<file path="src/rtl/tone_player.sv">
// Square-wave tone generator: plays one of eight notes (C4..C5) with an octave
// shift for a programmed number of prescaled ticks, with start/stop/busy/done handshake.
module tone_player #(
  parameter int CLK_HZ   = 100_000_000,
  parameter int CNT_W    = 19,
  parameter int TICK_DIV = 100_000,
  parameter int DUR_W    = 8
) (
  input  logic             clk,
  input  logic             hush,
  input  logic             start,
  input  logic             stop,
  input  logic [2:0]       note,
  input  logic [1:0]       octave,
  input  logic [DUR_W-1:0] dur,
  output logic             busy,
  output logic             done,
  output logic             ampPWM
);

  localparam int TICK_W = (TICK_DIV > 1) ? $clog2(TICK_DIV) : 1;

  typedef enum logic {IDLE, PLAY} state_t;

  function automatic logic [CNT_W-1:0] half_period(input int k);
    int f;
    case (k)
      0:       f = 262;
      1:       f = 294;
      2:       f = 330;
      3:       f = 349;
      4:       f = 392;
      5:       f = 440;
      6:       f = 494;
      default: f = 523;
    endcase
    return CNT_W'(CLK_HZ / (2 * f));
  endfunction

  localparam logic [CNT_W-1:0] HP_TABLE [8] = '{
    half_period(0), half_period(1), half_period(2), half_period(3),
    half_period(4), half_period(5), half_period(6), half_period(7)
  };

  state_t             state_q, state_d;
  logic [CNT_W-1:0]   hpe_q, hpe_d;
  logic [CNT_W-1:0]   hp_cnt_q, hp_cnt_d;
  logic [TICK_W-1:0]  tick_q, tick_d;
  logic [DUR_W-1:0]   dur_q, dur_d;
  logic               amp_q, amp_d;
  logic               done_q, done_d;

  logic [CNT_W-1:0]   hp_shift;
  logic [CNT_W-1:0]   hpe_new;
  logic               tick_wrap;
  logic               expire;

  // Very high notes at large shifts could truncate to zero; a half-period of 1 is the floor.
  assign hp_shift = HP_TABLE[note] >> octave;
  assign hpe_new  = (hp_shift == '0) ? CNT_W'(1) : hp_shift;

  assign tick_wrap = (tick_q == TICK_W'(TICK_DIV - 1));
  assign expire    = tick_wrap && (dur_q == DUR_W'(1));

  always_comb begin
    // NOTE: every next-state signal gets a default first so no path through the case infers a latch.
    state_d  = state_q;
    hpe_d    = hpe_q;
    hp_cnt_d = hp_cnt_q;
    tick_d   = tick_q;
    dur_d    = dur_q;
    amp_d    = amp_q;
    done_d   = 1'b0;

    case (state_q)
      IDLE: begin
        amp_d = 1'b0;
        if (start && !stop) begin
          state_d  = PLAY;
          hpe_d    = hpe_new;
          dur_d    = dur;
          tick_d   = '0;
          hp_cnt_d = '0;
          amp_d    = 1'b1;
        end
      end
      PLAY: begin
        if (stop || expire) begin
          // Stop and expiry on the same edge collapse into one done pulse.
          state_d  = IDLE;
          done_d   = 1'b1;
          amp_d    = 1'b0;
          tick_d   = '0;
          hp_cnt_d = '0;
          dur_d    = '0;
        end else begin
          if (hp_cnt_q == hpe_q - CNT_W'(1)) begin
            amp_d    = ~amp_q;
            hp_cnt_d = '0;
          end else begin
            hp_cnt_d = hp_cnt_q + CNT_W'(1);
          end
          tick_d = tick_wrap ? '0 : tick_q + TICK_W'(1);
          // A zero duration never decrements, so the note runs until stop.
          if (tick_wrap && dur_q != '0) dur_d = dur_q - DUR_W'(1);
        end
      end
      default: state_d = IDLE;
    endcase
  end

  // NOTE: sequential state uses non-blocking assignments so all flops update from pre-edge values.
  always_ff @(posedge clk or negedge hush) begin
    if (!hush) begin
      state_q  <= IDLE;
      hpe_q    <= '0;
      hp_cnt_q <= '0;
      tick_q   <= '0;
      dur_q    <= '0;
      amp_q    <= 1'b0;
      done_q   <= 1'b0;
    end else begin
      state_q  <= state_d;
      hpe_q    <= hpe_d;
      hp_cnt_q <= hp_cnt_d;
      tick_q   <= tick_d;
      dur_q    <= dur_d;
      amp_q    <= amp_d;
      done_q   <= done_d;
    end
  end

  assign busy   = (state_q == PLAY);
  assign done   = done_q;
  assign ampPWM = amp_q;

endmodule

</file>
<file path="config.mk">
export PLATFORM = sky130hd
export DESIGN_NAME = tone_player
export DESIGN_NICKNAME = d
export VERILOG_FILES = /design/src/rtl/tone_player.sv
export SDC_FILE = /design/constraint.sdc
export NUM_CORES = 1
export LEC_CHECK = 0
export ABC_AREA = 1
export BUFFER_PORTS_ARGS = -buffer_cell sky130_fd_sc_hd__buf_2
export CORE_UTILIZATION = 35
export DETAILED_ROUTE_END_ITERATION = 7
export PLACE_DENSITY = 0.62
export SLEW_MARGIN = 40
export SYNTH_ARGS = -nofsm -noshare
export SYNTH_HDL_FRONTEND = slang
export SYNTH_SLANG_ARGS = --single-unit
</file>
<file path="constraint.sdc">
create_clock -name clk -period 2 [get_ports clk]
set_input_delay 0.1 -clock clk [delete_from_list [all_inputs] [get_ports clk]]
set_output_delay 0.1 -clock clk [all_outputs]
set_load 0.05 [all_outputs]
</file>
==> results.json, run 1 <==
{
  "initial_core_util_pct": 35.8,
  "synth_xor_area_share_pct": 8.15,
  "drv_cap": 0,
  "design_area_mm2": 0.00551,
  "ff2ff_setup_slack_ns": -0.08,
  "hold_depth": 5,
  "violations": "negative setup slack",
  "ctsLongestPathBuffers": 2,
  "slowest_stage": "dfrtp_2",
  "relSlewSlack_pct": 53.7,
  "postLayoutCoreUtil_pct": 43.7,
  "nFillCells": 1268,
  "cp.arrival_ns": 2.29,
  "hold_slack_ns": 0.0852,
  "gp_congestion": 0.875,
  "power.density_mw_per_mm2": 826,
  "async_flop_share_pct": 100,
  "synth.distinct_cells": 37,
  "yosysTopAreaCellShare_pct": 36.0,
  "crit_family": "simple AND/OR/NAND/NOR gates",
  "grt_pass1_vias": 4095,
  "ys_top_cells_by_area": "dfrtp_1 (36%), nand2_1 (14%), o21ai_0 (7.0%)",
  "leakagePower_uw": 0.00253,
  "final_nets": 709,
  "dp_slack_ns": -0.0262,
  "synth_area_mm2": 0.00452,
  "cts-htree-levels": 3,
  "diodes": 0,
  "via_per_inst": 4.97,
  "multi_input_area_mm2": 0.00271,
  "cpPeakStageDelay_ns": 0.46,
  "grt_pass1_wl_um": 18700,
  "setup_ws_ns": -0.0791,
  "seqCellArea_mm2": 0.00163,
  "path_clk_slew_ns": 0.05,
  "path_buf_inv": 2,
  "drive_gt1_share_pct": 17.8,
  "core_mm2": 0.0126,
  "drc": 0,
  "worstMarginPinSlew_ns": 0.694,
  "synth_edf_count": 0,
  "vias": 4257,
  "placedCellCount": 832,
  "worst_ep_required_time_ns": 2.21,
  "hold_violations": 0,
  "synthSimpleGateAreaFrac_pct": 30.5,
  "grt_max_degree": 38,
  "ys_warn_count": 0,
  "drtIter0Drc": 166,
  "io_buffers": 19,
  "ir_worst_vdd_mv": 0.345,
  "min_path_type": "input port to flip-flop",
  "gr-total-overflow": 0,
  "setup.worst_path.end": "hp_cnt_q[15]",
  "synthFlopType": "dfrtp_1",
  "grtUsageTotal_pct": 17.7,
  "wl_per_cell_um": 12.8,
  "critPathCaptureType": "flip-flop",
  "yosys.area.top_type": "dfrtp_1",
  "cts_tree": "built",
  "post-dp-hpwl_um": 8040,
  "die_area_mm2": 0.0134,
  "finalClockSkew_ns": 0.00662,
  "clock_latency_ns": 0.33,
  "r2r_end": "hp_cnt_q[15]",
  "cp.depth": 10,
  "period_minus_slack_ns": 2.08,
  "path_max_fanout": 5,
  "synth_area_per_cell_um2": 7.09,
  "antenna_found_initial": 0,
  "synth-seq-cells": 65,
  "chipWidth_um": 116,
  "synth_top_family_by_area": "simple AND/OR/NAND/NOR gates",
  "ios": 20,
  "routed_wl_um": 10900,
  "setup_viol": 20,
  "first_pass_iters": 5,
  "cts_inserted_buffers": 9,
  "start_kind": "flip-flop",
  "synthAdderAreaFrac_pct": 3.33,
  "rows": 41,
  "timing.rr.start": "hpe_q[3]",
  "placed_area_mm2": 0.00494,
  "reg2regPathDepth": 10,
  "synth_compound_area_share_pct": 13.7,
  "synth_mux_area_share_pct": 0.665,
  "synth_nets": 666,
  "post-route-period-util_pct": 104,
  "ys_seq_area_share_pct": 36.0,
  "crit_chain": "nor2_4 > buf_4 > nand2_2 > o21ai_0 > nand3_1 > nor2_1 > nand4_1 > o21bai_4 > clkbuf_16 > a21oi_1",
  "die_h_um": 116,
  "synthCells": 637,
  "ant_nets": 0,
  "drv_slew": 0,
  "area_growth_pct": 22.1,
  "cts_root_buf": "clkbuf_16",
  "status": "finished with violations",
  "startpoint": "hpe_q[3]",
  "final_cells": 856,
  "clock.fmax_mhz": 481,
  "clock_sinks": 65,
  "rsz0062_at_grt": "true",
  "critPathKind": "flip-flop to flip-flop"
}
## cells in the final DEF (no fill, tap or decap), drive strengths merged
| master | Yosys | routed |
|---|---|---|
| nand2 | 177 | 177 |
| inv | 71 | 71 |
| nor2 | 67 | 67 |
| o21ai | 66 | 66 |
| dfrtp | 65 | 65 |
| nand3 | 48 | 48 |
| buf | 2 | 48 |
| xor2 | 30 | 30 |
| a21oi | 23 | 23 |
| clkbuf | 16 | 13 |
| xnor2 | 12 | 12 |
| ha | 12 | 12 |
| o211ai | 10 | 10 |
| nor3 | 8 | 8 |
| nand4 | 7 | 7 |
| o22ai | 6 | 6 |
| o31ai | 4 | 4 |
| nand3b | 3 | 3 |
| mux2i | 3 | 3 |
| bufinv | 0 | 2 |
| or2 | 2 | 2 |
| and2 | 1 | 1 |
| o21bai | 1 | 1 |
| nor4 | 1 | 1 |
| o2bb2ai | 1 | 1 |
| a22o | 1 | 1 |
| clkinv | 0 | 1 |
| dlygate4sd3 | 0 | 1 |
## metrics by stage
stage	setup TNS, ns	total power (uW)
after CTS	-0.0175	4440
after global routing	-3.94	4830
after floorplan	0	2410
after global placement	0	2730
after detailed placement	-0.230	2760
final	-1.24	4550
## state kept, by name (all words and copies together) (netlist names)
register  cells
hpe_q        18
ampPWM        1
done          1
tick_q       17
busy          1
dur_q         8
hp_cnt_q     19
## worst register-to-register path, stage by stage, from the launching register on
cell,delay [ns]
dfrtp_2,0.46
nor2_4,0.13
buf_4,0.13
nand2_2,0.07
o21ai_0,0.23
nand3_1,0.12
nor2_1,0.13
nand4_1,0.18
o21bai_4,0.28
clkbuf_16,0.19
a21oi_1,0.06
## what timing repair did
action                     4_1_cts  5_1_grt
cloned                           0        2
setup endpoints to repair       28       37
hold endpoints to repair        28        0
hold buffers                     1        0
resized for setup                2       46
pin swaps                        0        4
setup buffers                    0        6
## report_power, final
group | leakage [uW] | switching (uW) | internal (uW) | total [uW]
Sequential | 0.000860 | 180 | 1460 | 1640
Clock | 0.000153 | 553 | 1120 | 1670
Combinational | 0.00152 | 753 | 492 | 1250
## synth_stat cells (all sizes together), types with 6 or more instances
library cell,number
nand2,177
clkbuf,16
ha,12
nor2,67
nand4,7
o22ai,6
xnor2,12
dfrtp,65
o21ai,66
nand3,48
inv,71
o211ai,10
nor3,8
xor2,30
a21oi,23
## metal layers
| metal | up-vias | track usage (%) | share of wire (%) |
|---|---|---|---|
| met1 | 1989 | 22.9 | 47 |
| li1 | 2160 | - | - |
| met5 | - | 0 | 0 |
| met4 | 0 | 8.83 | 3.0 |
| met2 | 84 | 29.2 | 46 |
| met3 | 24 | 2.46 | 3.4 |
## worst min-delay path by stage
stage | startpoint | to
floorplan | hush | ampPWM
global placement | hush | hp_cnt_q[13]
detailed placement | hush | hp_cnt_q[13]
CTS | stop | done
global route | dur[4] | dur_q[4]
finish | dur[4] | dur_q[4]
## cell type report
class	count	area share, %
Multi-Input combinational cell	483	49.2
Sequential cell	65	29.6
Timing Repair Buffer	50	6.83
Inverter	71	4.88
Clock buffer	12	4.47
Tap cell	172	3.90
Clock inverter	3	1.18
## cell families (layout without fill, tap and decap cells)
family | after synthesis | after routing
buffers and inverters | 89 | 136
AOI/OAI and AO/OA | 112 | 112
DFF | 65 | 65
muxes | 3 | 3
and+or+nand+nor | 314 | 314
xor gates and xnor gates | 42 | 42
adders and majority gates | 12 | 12
Power figures use the tool's default switching activity.
==> run 2, diff against run 1 <==
--- a/config.mk
+++ b/config.mk
@@ -7,9 +7,11 @@
 export LEC_CHECK = 0
 export ABC_AREA = 1
 export BUFFER_PORTS_ARGS = -buffer_cell sky130_fd_sc_hd__buf_2
+export CELL_PAD_IN_SITES_DETAIL_PLACEMENT = 1
+export CELL_PAD_IN_SITES_GLOBAL_PLACEMENT = 2
 export CORE_UTILIZATION = 35
 export DETAILED_ROUTE_END_ITERATION = 7
-export PLACE_DENSITY = 0.62
+export PLACE_DENSITY = 0.88
 export SLEW_MARGIN = 40
 export SYNTH_ARGS = -nofsm -noshare
 export SYNTH_HDL_FRONTEND = slang
==> constraint.sdc (replaced) <==
create_clock -name clk -period 2.2 [get_ports clk]
set_input_delay 0.11 -clock clk [delete_from_list [all_inputs] [get_ports clk]]
set_output_delay 0.11 -clock clk [all_outputs]
set_load 0.05 [all_outputs]
==> results.json, run 2 (synthesized netlist as in run 1, its figures left out) <==
{
  "status": "finished, final reports clean",
  "post-dp-hpwl_um": 9280,
  "drv_cap": 0,
  "grt_pass1_wl_um": 21600,
  "ff2ff_setup_slack_ns": 0.05,
  "ant_nets": 0,
  "layout_common_cells": "nand2_1 (171), inv_1 (65), o21ai_0 (63)",
  "min_path_type": "input port to flip-flop",
  "path_buf_inv": 2,
  "whs_endpoint": "done",
  "drv_slew": 0,
  "leakagePower_uw": 0.00249,
  "cpPeakStageDelay_ns": 0.41,
  "io_buffers": 19,
  "die_h_um": 116,
  "period_minus_slack_ns": 2.15,
  "reg2regPathDepth": 12,
  "ctsLongestPathBuffers": 2,
  "drtIter0Drc": 119,
  "ios": 20,
  "startpoint": "hpe_q[1]",
  "rsz0062_at_grt": "true",
  "critPathKind": "flip-flop to flip-flop",
  "clock.fmax_mhz": 466,
  "crit_chain": "inv_2 > ha_4 > nand2_8 > nor2_8 > nand3_2 > nand3_2 > nand2_1 > nor2_1 > nand3_2 > o21bai_4 > clkbuf_16 > a21oi_1",
  "final_cells": 846,
  "cp.depth": 12,
  "via_per_inst": 4.97,
  "cp_common_cell": "nand3_2",
  "path_clk_slew_ns": 0.06,
  "finalClockSkew_ns": 0.00944,
  "timing.rr.start": "hpe_q[1]",
  "gr-total-overflow": 0,
  "worst_ep_required_time_ns": 2.40,
  "slowest_stage": "dfrtp_1",
  "diodes": 0,
  "relSlewSlack_pct": 59.7,
  "crit_family": "simple AND/OR/NAND/NOR gates",
  "nFillCells": 1609,
  "worstMarginPinSlew_ns": 0.604,
  "area_growth_pct": 20.4,
  "final_nets": 698,
  "grt_pass1_vias": 4447,
  "postLayoutCoreUtil_pct": 43.1,
  "chipWidth_um": 116,
  "cts_inserted_buffers": 9,
  "seqCellArea_mm2": 0.00163,
  "rows": 41,
  "start_kind": "flip-flop",
  "worstHoldStart": "stop",
  "grt_max_degree": 66,
  "clock_sinks": 65,
  "core_mm2": 0.0126,
  "final_common_cell": "nand2_1",
  "vias": 4206,
  "ir_worst_vdd_mv": 0.311,
  "wl_per_cell_um": 14.8,
  "r2r_end": "hp_cnt_q[11]",
  "power.density_mw_per_mm2": 794,
  "first_pass_iters": 4,
  "largestRegisters": "hp_cnt_q: 19 flops, hpe_q: 18 flops, tick_q: 17 flops",
  "clock_latency_ns": 0.33,
  "post-route-period-util_pct": 97.6,
  "placedCellCount": 822,
  "cp.arrival_ns": 2.35,
  "hold_depth": 3,
  "drive_gt1_share_pct": 15.3,
  "cts_tree": "built",
  "largest_reg_flops": 19,
  "hold_violations": 0,
  "setup_viol": 0,
  "initial_core_util_pct": 35.8,
  "top_register": "hp_cnt_q",
  "p_total_uw": 4310,
  "multi_input_area_mm2": 0.00267,
  "gp_congestion": 0.804,
  "die_area_mm2": 0.0134,
  "drc": 0,
  "critPathCaptureType": "flip-flop",
  "grtUsageTotal_pct": 20.5,
  "path_max_fanout": 10,
  "antenna_found_initial": 0,
  "cts-htree-levels": 3,
  "routed_wl_um": 12600,
  "cts_root_buf": "clkbuf_16"
}
-- run 2: cell count changes in the layout (fill, tap and decap cells not counted), moves of 3 or more --
cell,previous run,this run
nor2_4,7,11
nor3_2,5,2
nand2_2,7,4
nor2_2,14,7
nor3_1,3,6
nor2_1,45,48
nand2_1,168,171
dfrtp_2,2,6
dfrtp_1,63,59
buf_4,26,15
-- run 2: routing by layer --
| layer | share of wire [%] | track usage, % |
|---|---|---|
| met1 | 48 | 27.1 |
| met2 | 50 | 34.7 |
| met5 | 0 | 0 |
| met4 | 0.83 | 6.67 |
| met3 | 1.9 | 2.77 |
-- run 2: power by group --
part / internal [uW] / leakage [uW] / switching, uW / total, uW
Combinational: 432 / 0.00146 / 712 / 1140
Sequential: 1330 / 0.000856 / 188 / 1510
Clock: 1130 / 0.000172 / 524 / 1650
-- run 2: worst max path at each step --
| stage | end | slack, ns |
|---|---|---|
| after floorplan | hp_cnt_q[16] | 0.24 |
| after global placement | hp_cnt_q[17] | 0.13 |
| after detailed placement | hp_cnt_q[14] | 0.05 |
| after CTS | hp_cnt_q[14] | 0.01 |
| after global routing | hp_cnt_q[11] | -0.08 |
| final | hp_cnt_q[11] | 0.05 |
-- run 2: tightest hold or removal path, stage by stage --
cell,delay [ns]
buf_2,0.10
inv_1,0.08
a21oi_1,0.08
-- run 2: per-stage QoR --
step	TNS [ns]	area (um^2)	worst slack [ns]	hold WS, ns
3_5_place_dp	0	4860	0.0479	0.164
6_report	0	5440	0.0528	0.0808
3_3_place_gp	0	4860	0.127	0.158
2_1_floorplan	0	4520	0.242	-0.186
5_1_grt	-1.15	5440	-0.0770	0.110
4_1_cts	0	5220	0.0133	0.0623
-- run 2: repair_timing --
action / CTS / global route
hold buffers: 1 / 0
endpoints found under the hold margin: 65 / 0
setup buffers: 0 / 5
setup endpoints to repair: 0 / 21
resized for setup: 0 / 37
-- run 2: area by class of cell --
cell class	count	share of cell area (%)
multi-input combinational	483	49.1
clock buffer	10	4.40
inverter	71	4.90
sequential	65	30.1
timing repair buffer	39	5.66
tap	172	3.96
clock inverter	6	1.93
